<file path="src/rtl/pc_fetch_ctrl_if.sv">
// Fetch-side bus between the IF next-PC mux / debug / hazard logic and the PC controller.
// The master drives next-PC and control requests; the slave (pc_fetch_ctrl) returns PC state.
interface pc_fetch_ctrl_if #(
    parameter int SIZE_REG_MEM = 32,
    parameter int CNT_WIDTH    = 32
);
    logic [SIZE_REG_MEM-1:0] i_next_pc;
    logic                    i_stall;
    logic                    i_halt;
    logic                    i_start;
    logic                    i_mode_step;
    logic                    i_step;
    logic [SIZE_REG_MEM-1:0] o_pc;
    logic [SIZE_REG_MEM-1:0] o_pc_plus4;
    logic                    o_pc_write;
    logic                    o_pipe_en;
    logic                    o_halted;
    logic [CNT_WIDTH-1:0]    o_cycle_count;

    modport master (
        output i_next_pc, i_stall, i_halt, i_start, i_mode_step, i_step,
        input  o_pc, o_pc_plus4, o_pc_write, o_pipe_en, o_halted, o_cycle_count
    );

    modport slave (
        input  i_next_pc, i_stall, i_halt, i_start, i_mode_step, i_step,
        output o_pc, o_pc_plus4, o_pc_write, o_pipe_en, o_halted, o_cycle_count
    );
endinterface

</file>
<file path="src/rtl/pc_fetch_ctrl.sv">
// Program counter and fetch sequencer for the IF stage: run / single-step / stall / HALT,
// plus a saturating count of pipeline-advance cycles.
module pc_fetch_ctrl #(
    parameter int                      SIZE_REG_MEM = 32,
    parameter logic [SIZE_REG_MEM-1:0] PC_RESET     = {SIZE_REG_MEM{1'b0}},
    parameter int                      CNT_WIDTH    = 32
) (
    input  logic           i_clk,
    input  logic           i_reset,
    pc_fetch_ctrl_if.slave bus
);

    // The run/step mode chosen at start is encoded by which state IDLE leaves to.
    typedef enum logic [2:0] {
        ST_IDLE      = 3'd0,
        ST_RUN       = 3'd1,
        ST_WAIT_STEP = 3'd2,
        ST_STEP      = 3'd3,
        ST_HALTED    = 3'd4
    } state_t;

    state_t                  state_r;
    state_t                  state_next_s;
    logic [SIZE_REG_MEM-1:0] pc_r;
    logic [CNT_WIDTH-1:0]    cnt_r;
    logic                    step_q_r;
    logic                    step_rise_s;
    logic                    pipe_en_s;
    logic                    halted_s;
    logic                    pc_write_s;
    logic                    halt_take_s;

    assign step_rise_s = bus.i_step & ~step_q_r;
    assign pc_write_s  = pipe_en_s & ~bus.i_stall;
    // A stalled cycle never commits, so HALT is only taken once the stall releases.
    assign halt_take_s = pc_write_s & bus.i_halt;

    assign bus.o_pc          = pc_r;
    assign bus.o_pc_plus4    = pc_r + {{(SIZE_REG_MEM-3){1'b0}}, 3'd4};
    assign bus.o_pc_write    = pc_write_s;
    assign bus.o_pipe_en     = pipe_en_s;
    assign bus.o_halted      = halted_s;
    assign bus.o_cycle_count = cnt_r;

    // State-decoded advance enable and halted flag.
    always_comb begin
        pipe_en_s = 1'b0;
        halted_s  = 1'b0;
        case (state_r)
            ST_RUN:    pipe_en_s = 1'b1;
            ST_STEP:   pipe_en_s = 1'b1;
            ST_HALTED: halted_s  = 1'b1;
            default: begin
                pipe_en_s = 1'b0;
                halted_s  = 1'b0;
            end
        endcase
    end

    // Next-state selection.
    always_comb begin
        state_next_s = state_r;
        case (state_r)
            ST_IDLE: begin
                if (bus.i_start) begin
                    if (bus.i_mode_step) begin
                        state_next_s = ST_WAIT_STEP;
                    end else begin
                        state_next_s = ST_RUN;
                    end
                end else begin
                    state_next_s = ST_IDLE;
                end
            end
            ST_RUN: begin
                if (halt_take_s) begin
                    state_next_s = ST_HALTED;
                end else begin
                    state_next_s = ST_RUN;
                end
            end
            ST_WAIT_STEP: begin
                if (step_rise_s) begin
                    state_next_s = ST_STEP;
                end else begin
                    state_next_s = ST_WAIT_STEP;
                end
            end
            ST_STEP: begin
                if (halt_take_s) begin
                    state_next_s = ST_HALTED;
                end else begin
                    state_next_s = ST_WAIT_STEP;
                end
            end
            ST_HALTED: state_next_s = ST_HALTED;
            default:   state_next_s = ST_IDLE;
        endcase
    end

    // State register and step-edge history (tracked in every state).
    always_ff @(posedge i_clk or posedge i_reset) begin
        if (i_reset) begin
            state_r  <= ST_IDLE;
            step_q_r <= 1'b0;
        end else begin
            state_r  <= state_next_s;
            step_q_r <= bus.i_step;
        end
    end

    // PC register: word-aligned load of the mux output, held on stall and on HALT.
    always_ff @(posedge i_clk or posedge i_reset) begin
        if (i_reset) begin
            pc_r <= PC_RESET;
        end else if (pc_write_s && !bus.i_halt) begin
            pc_r <= {bus.i_next_pc[SIZE_REG_MEM-1:2], 2'b00};
        end else begin
            pc_r <= pc_r;
        end
    end

    // Saturating count of cycles with the pipeline enabled, stalls included.
    always_ff @(posedge i_clk or posedge i_reset) begin
        if (i_reset) begin
            cnt_r <= {CNT_WIDTH{1'b0}};
        end else if (pipe_en_s && (cnt_r != {CNT_WIDTH{1'b1}})) begin
            cnt_r <= cnt_r + {{(CNT_WIDTH-1){1'b0}}, 1'b1};
        end else begin
            cnt_r <= cnt_r;
        end
    end

endmodule
</file>
<file path="src/flat_wrapper.sv">
// flat-port wrapper written by rule: the top's interface ports become plain ports
module pc_fetch_ctrl_flat 
#(
    parameter int                      SIZE_REG_MEM = 32,
    parameter logic [SIZE_REG_MEM-1:0] PC_RESET     = {SIZE_REG_MEM{1'b0}},
    parameter int                      CNT_WIDTH    = 32
)
  (i_clk, i_reset, bus_i_next_pc, bus_i_stall, bus_i_halt, bus_i_start, bus_i_mode_step, bus_i_step, bus_o_pc, bus_o_pc_plus4, bus_o_pc_write, bus_o_pipe_en, bus_o_halted, bus_o_cycle_count);
  pc_fetch_ctrl_if #(.SIZE_REG_MEM(SIZE_REG_MEM), .CNT_WIDTH(CNT_WIDTH)) bus_i ();
  input  logic i_clk;
  input  logic i_reset;
  input wire logic [$bits(bus_i.i_next_pc)-1:0] bus_i_next_pc;
  input wire logic [$bits(bus_i.i_stall)-1:0] bus_i_stall;
  input wire logic [$bits(bus_i.i_halt)-1:0] bus_i_halt;
  input wire logic [$bits(bus_i.i_start)-1:0] bus_i_start;
  input wire logic [$bits(bus_i.i_mode_step)-1:0] bus_i_mode_step;
  input wire logic [$bits(bus_i.i_step)-1:0] bus_i_step;
  output wire logic [$bits(bus_i.o_pc)-1:0] bus_o_pc;
  output wire logic [$bits(bus_i.o_pc_plus4)-1:0] bus_o_pc_plus4;
  output wire logic [$bits(bus_i.o_pc_write)-1:0] bus_o_pc_write;
  output wire logic [$bits(bus_i.o_pipe_en)-1:0] bus_o_pipe_en;
  output wire logic [$bits(bus_i.o_halted)-1:0] bus_o_halted;
  output wire logic [$bits(bus_i.o_cycle_count)-1:0] bus_o_cycle_count;
  assign bus_i.i_next_pc = bus_i_next_pc;
  assign bus_i.i_stall = bus_i_stall;
  assign bus_i.i_halt = bus_i_halt;
  assign bus_i.i_start = bus_i_start;
  assign bus_i.i_mode_step = bus_i_mode_step;
  assign bus_i.i_step = bus_i_step;
  assign bus_o_pc = bus_i.o_pc;
  assign bus_o_pc_plus4 = bus_i.o_pc_plus4;
  assign bus_o_pc_write = bus_i.o_pc_write;
  assign bus_o_pipe_en = bus_i.o_pipe_en;
  assign bus_o_halted = bus_i.o_halted;
  assign bus_o_cycle_count = bus_i.o_cycle_count;
  pc_fetch_ctrl #(.SIZE_REG_MEM(SIZE_REG_MEM), .PC_RESET(PC_RESET), .CNT_WIDTH(CNT_WIDTH)) u_core (.i_clk(i_clk), .i_reset(i_reset), .bus(bus_i));
endmodule
</file>
<file path="config.mk">
export PLATFORM = sky130hd
export DESIGN_NAME = pc_fetch_ctrl_flat
export DESIGN_NICKNAME = d
export VERILOG_FILES = /design/src/rtl/pc_fetch_ctrl_if.sv /design/src/rtl/pc_fetch_ctrl.sv /design/src/flat_wrapper.sv
export SDC_FILE = /design/constraint.sdc
export NUM_CORES = 1
export LEC_CHECK = 0
export BUFFER_PORTS_ARGS = -buffer_cell sky130_fd_sc_hd__buf_2
export CAP_MARGIN = 40
export CORE_MARGIN = 2
export CORE_UTILIZATION = 44
export DETAILED_ROUTE_END_ITERATION = 12
export HOLD_SLACK_MARGIN = 0.05
export PLACE_DENSITY_LB_ADDON = 0.05
export SLEW_MARGIN = 25
export SYNTH_ARGS = -nofsm -noshare
export SYNTH_HDL_FRONTEND = slang
export SYNTH_SLANG_ARGS = --single-unit
export TNS_END_PERCENT = 100
</file>
<file path="constraint.sdc">
create_clock -name i_clk -period 2 [get_ports i_clk]
set_input_delay 0.3 -clock i_clk [delete_from_list [all_inputs] [get_ports i_clk]]
set_output_delay 0.3 -clock i_clk [all_outputs]
set_load 0.01 [all_outputs]
</file>
# == Word-level counts from Yosys, hierarchy flattened ==
# Index checks and enable logic that the tools add are counted.
# word_totals
reg_bits,66
out_inout_bits,99
wordCells,29
# classes
n_addsub,2
eq_ne,5
muxes,8
n_bitwise,5
reduce_logical,5
# op_table
cell,n
$add 32x1->32 const B,1
$add 32x3->32 const B,1
$ne 32x32->1 const B,1
$pmux 3 s5,1
$eq 3x2->1 const B,2
$mux 3,2
$mux 2,2
$and 1x1->1,3
$eq 3x1->1 const B,1
$eq 3x3->1 const B,1
$logic_not 3->1,1
$mux 1,3
$logic_and 1x1->1,2
$not 1->1,2
$reduce_or 2->1,1
$logic_not 1->1,1

# == Depth between registers and ports, before layout ==
# depth
ltp_word,7
depth_mapped,7
mapped_depth_nobuf,6

# == Worst setup path after synthesis ==
# Ideal clock, no wire load.
# synth_path
path_type,flip-flop to flip-flop
startpoint,register u_core.cnt_r[0] (netlist: u_core.bus.o_cycle_count[0])
endpoint,register u_core.cnt_r[30] (netlist: u_core.bus.o_cycle_count[30])
setup_time_ps,125
t_arrival_ps,1791
required_ps,1875
slack_ps,84
path_stages_with_launch,7
n_path_buf,0
period_less_slack_ps,1916
path_cell_list,dfrtp_1 > ha_1 > and2_0 > and4_4 > nand4_1 > nor3_1 > mux2_2
# synth_via
elab_chain_cells,2
elab_cells_between_ends,3
# synth_lines
element,line,text
start: declaration,pc_fetch_ctrl.sv:25,logic [CNT_WIDTH-1:0] cnt_r;
start signal: assignment,pc_fetch_ctrl.sv:126,cnt_r <= {CNT_WIDTH{1'b0}};
start signal: assignment,pc_fetch_ctrl.sv:128,"cnt_r <= cnt_r + {{(CNT_WIDTH-1){1'b0}}, 1'b1};"
start signal: assignment,pc_fetch_ctrl.sv:130,cnt_r <= cnt_r;
"parallel branches: the longest is 2 deep, another holds $add 32x1->32",-,
# Parallel ways; which one is timed is not known.
# A chain may end at the register's enable or synchronous reset.

# == Worst setup path in the final report ==
# layout_path
startpoint,register u_core.pc_r[3] (netlist: u_core.bus.o_pc[3])
endpoint,output port bus_o_pc_plus4[27]
# layout_via
elab_chain_cells,1
# layout_lines
element,line,text
start: declaration,pc_fetch_ctrl.sv:24,logic [SIZE_REG_MEM-1:0] pc_r;
start signal: assignment,pc_fetch_ctrl.sv:117,"pc_r <= {bus.i_next_pc[SIZE_REG_MEM-1:2], 2'b00};"
start signal: assignment,pc_fetch_ctrl.sv:119,pc_r <= pc_r;
$add 32x3->32,pc_fetch_ctrl.sv:39,"assign bus.o_pc_plus4 = pc_r + {{(SIZE_REG_MEM-3){1'b0}}, 3'd4};"
end: declaration,flat_wrapper.sv:19,output wire logic [$bits(bus_i.o_pc_plus4)-1:0] bus_o_pc_plus4;
# No other way between the ends.

==> out/qor.csv <==
stage,metric,value,unit
global_routing,vias in the first global route,2844,
synth,YS warnings,0,
power_and_ir_drop,Sequential Power Share,35.4,%
clock_tree,total CTS buffers,9,
clock_tree,Sink Count,66,
setup_path,crit path DAT,1.89,ns
power_and_ir_drop,switching power,2.15,mW
setup_path,CP Launch Type,register,
clock_tree,Clock Latency Late Sink,0.34,ns
synth,Main synth FF type,dfrtp_1,
final_layout,final core occ,63.4,%
final_layout,Area Growth Syn to Fin,40.4,%
synth,"EDFF count, synth",0,
synth,Area contributors post-synth,"dfrtp_1, xnor2_1, mux2_2",
clock_tree,Longest Clk Path Bufs,2,
detailed_routing,routed via count,3003,
synth,Synth top area share,47.6,%
power_and_ir_drop,VDD IR max,0.569,mV
floorplan,Die W,92.8,um
power_and_ir_drop,pwr/cell area,1210,nW/um^2
final_layout,diodes inserted,0,
detailed_routing,# DRC,0,
run_status,failing checks,setup timing,
floorplan,DIE AREA,8610,sq um
detailed_routing,first-pass iteration count of the detailed router,4,
job,max-cap viol count,0,
synth,Synth Instances,312,
timing,fmax,457,MHz
power_and_ir_drop,clock power share,19.6,%
synth,sequential share of the synthesized area,47.6,%
clock_tree,Clock Pin Slew Worst Setup and Hold Paths,0.07,ns
timing,Setup WS post-layout,-0.188,ns
timing,RSZ-0062 raised after global routing,true,
floorplan,initial core utilization,45.1,%
setup_path,Crit Path Category,reg2out,
setup_path,Worst Setup End Kind,output pin,
synth,Async SR Flop Fraction,100,%
detailed_routing,WL met3,563,um
global_routing,GRT Util Overall,20.1,%
floorplan,Die Y,92.8,um
timing,Slew Limit Fails,0,
floorplan,Row Count,32,
global_routing,initial antenna violation count,0,
global_routing,largest net degree at the start of global routing,67,
clock_tree,H-Tree Level Count,3,
power_and_ir_drop,Leakage,2.43,nW
detailed_routing,wl on met1,3580,um
global_routing,first-pass GRT wire length,13600,um
place,detailed placer's ending HPWL,6060,um
synth,Yosys cell types,44,
power_and_ir_drop,part of the power in combinational logic,45.0,%
power_and_ir_drop,total power,5.88,mW
detailed_routing,total wire length,8480,um
place,"Cell Area, Placed",4410,sq um
run_status,status,"complete, but fails checks",
detailed_routing,Top Layer Used,met4,
floorplan,I/O pin count,138,
min_path,Worst Hold Class,in2reg,
power_and_ir_drop,Int Power,3.73,mW
synth,syn_area_per_cell,11.1,sq um
timing,min Tclk post-route,2.19,ns
setup_path,Crit Path Max Fanout,4,
clock_tree,CTS tree,done,
global_routing,total congestion overflow,0,
final_layout,Nets,533,
place,IO Port Bufs,131,
detailed_routing,DRT antenna net count,0,
detailed_routing,DR WL met2,4250,um
synth,#FFs+latches synth,66,
synth,Syn Std Cell Area,3470,sq um
place,pre-CTS setup slack,-0.0530,ns
clock_tree,CTS root buffer,clkbuf_8,
power_and_ir_drop,Sw Ratio,36.6,%
floorplan,core area,7690,sq um
synth,post-synth top area cell,dfrtp_1,
timing,period utilisation layout,109,%
place,RePlAce Congestion,0.852,
timing,"Setup violations, final",15,
final_layout,fraction of layout instances using a drive strength above 1,51.1,%
timing,skew final,0.0139,ns
final_layout,post-route cell area,4870,sq um
setup_path,CP required,1.70,ns
timing,"Hold Vio Cnt, Final",0,
timing,final setup TNS,-1.42,ns
detailed_routing,post-DR vias/cell,5.01,
detailed_routing,drt first-iter violations,93,
detailed_routing,wire per inst,14.2,um
[placed cells by master (no fill, tap or decap), types with 7 or more instances in the layout]
cell type and count:
mux2_2 30, nand2_1 27, nand4_1 14, and3_1 7
buf_4 39, clkbuf_8 11, xnor2_1 38, nor2_1 13
dfrtp_1 65, nand3_1 21, buf_2 131, xor2_1 15
[layout make-up]
| class | count | area, sq um |
|---|---|---|
| Tap cell | 102 | 128 |
| Fill cell | 685 | 2820 |
| Timing Repair Buffer | 175 | 1020 |
| Inverter | 5 | 18.8 |
| Sequential cell | 66 | 1650 |
| Clock buffer | 12 | 155 |
| Clock inverter | 4 | 50.0 |
| Multi-Input combinational cell | 235 | 1850 |
[final timing paths]
check                                                              start                                        to  slack (ns)  depth (start not counted)
worst min register to register  u_core.bus.o_cycle_count[23]$_DFFE_PP0P_  u_core.bus.o_cycle_count[23]$_DFFE_PP0P_        0.49                          1
max in group asynchronous                                        i_reset            u_core.bus.o_pc[6]$_DFFE_PP0P_        1.14                          4
worst max-delay path                      u_core.bus.o_pc[3]$_DFFE_PP0P_                        bus_o_pc_plus4[27]       -0.19                          7
worst min-delay path                                          bus_i_step                 u_core.step_q_r$_DFF_PP0_        0.09                          1
min in group asynchronous                                        i_reset           u_core.bus.o_pc[12]$_DFFE_PP0P_        0.57                          4
worst max register to register  u_core.bus.o_cycle_count[18]$_DFFE_PP0P_  u_core.bus.o_cycle_count[28]$_DFFE_PP0P_        0.15                          5
[repair_timing]
item                                    4_1_cts  5_1_grt
resized for setup                            12       15
endpoints found under the setup margin       21       27
hold buffers                                  1        0
hold endpoints to repair                     48        0
buffers inserted                             14        6
pin swaps                                    11       25
[synth_stat cells, types with 2 or more instances]
| master | instances |
|---|---|
| a21oi_1 | 3 |
| a311oi_2 | 2 |
| a31oi_1 | 4 |
| and2_1 | 3 |
| and2_2 | 2 |
| and3_1 | 9 |
| and3_2 | 2 |
| and4_1 | 7 |
| and4_4 | 2 |
| and4b_1 | 2 |
| buf_2 | 4 |
| buf_4 | 4 |
| dfrtp_1 | 66 |
| ha_1 | 2 |
| inv_1 | 5 |
| mux2_2 | 30 |
| nand2_1 | 29 |
| nand2b_1 | 2 |
| nand3_1 | 24 |
| nand4_1 | 14 |
| nor2_1 | 15 |
| nor3_1 | 6 |
| xnor2_1 | 40 |
| xor2_1 | 15 |
[sequential cells by signal, summed over array words and instances (netlist names)]
signal / cells
u_core.state_r: 3
u_core.step_q_r: 1
u_core.bus.o_cycle_count: 32
u_core.bus.o_pc: 30
[kinds of logic after synthesis]
kind of cell / count (synthesis) / synth area share (%)
AO/OA/AOI/OAI: 15 / 3.72
buffers and inverters: 14 / 2.09
AND/OR/NAND/NOR: 127 / 21.4
other: 1 / 0.108
adder cells (fa/ha/maj): 2 / 0.721
multiplexers: 32 / 10.5
XOR/XNOR: 55 / 13.9
flip-flops: 66 / 47.6
[per-stage QoR]
step / std cells / hold slack (ns)
6_report: 599 / 0.0850
5_1_grt: 599 / 0.0582
4_1_cts: 593 / 0.0641
3_5_place_dp: 562 / 0.409
3_3_place_gp: 562 / 0.407
2_1_floorplan: 315 / 0.331
[critical path, stage by stage (launching register included)]
cell,delay (ns)
dfrtp_1,0.43
and4_4,0.26
and2_4,0.15
and4b_2,0.26
buf_4,0.12
nand2_2,0.06
xnor2_2,0.13
buf_2,0.14
[metal layers]
layer	vias to the layer above	GRT usage (%)
met2	94	33.3
met4	0	8.70
met3	6	4.23
met5	-	0
li1	1463	-
met1	1440	25.3
[power groups by stage]
stage               Clock (mW)  Sequential (mW)  Combinational, mW
finish                    1.15             2.08               2.65
global route              1.26             2.15               2.87
CTS                       1.18             2.06               2.63
detailed placement           0             2.12               2.38
global placement             0             2.11               2.34
floorplan                    0             2.33               1.03
Power figures use the tool's default switching activity.
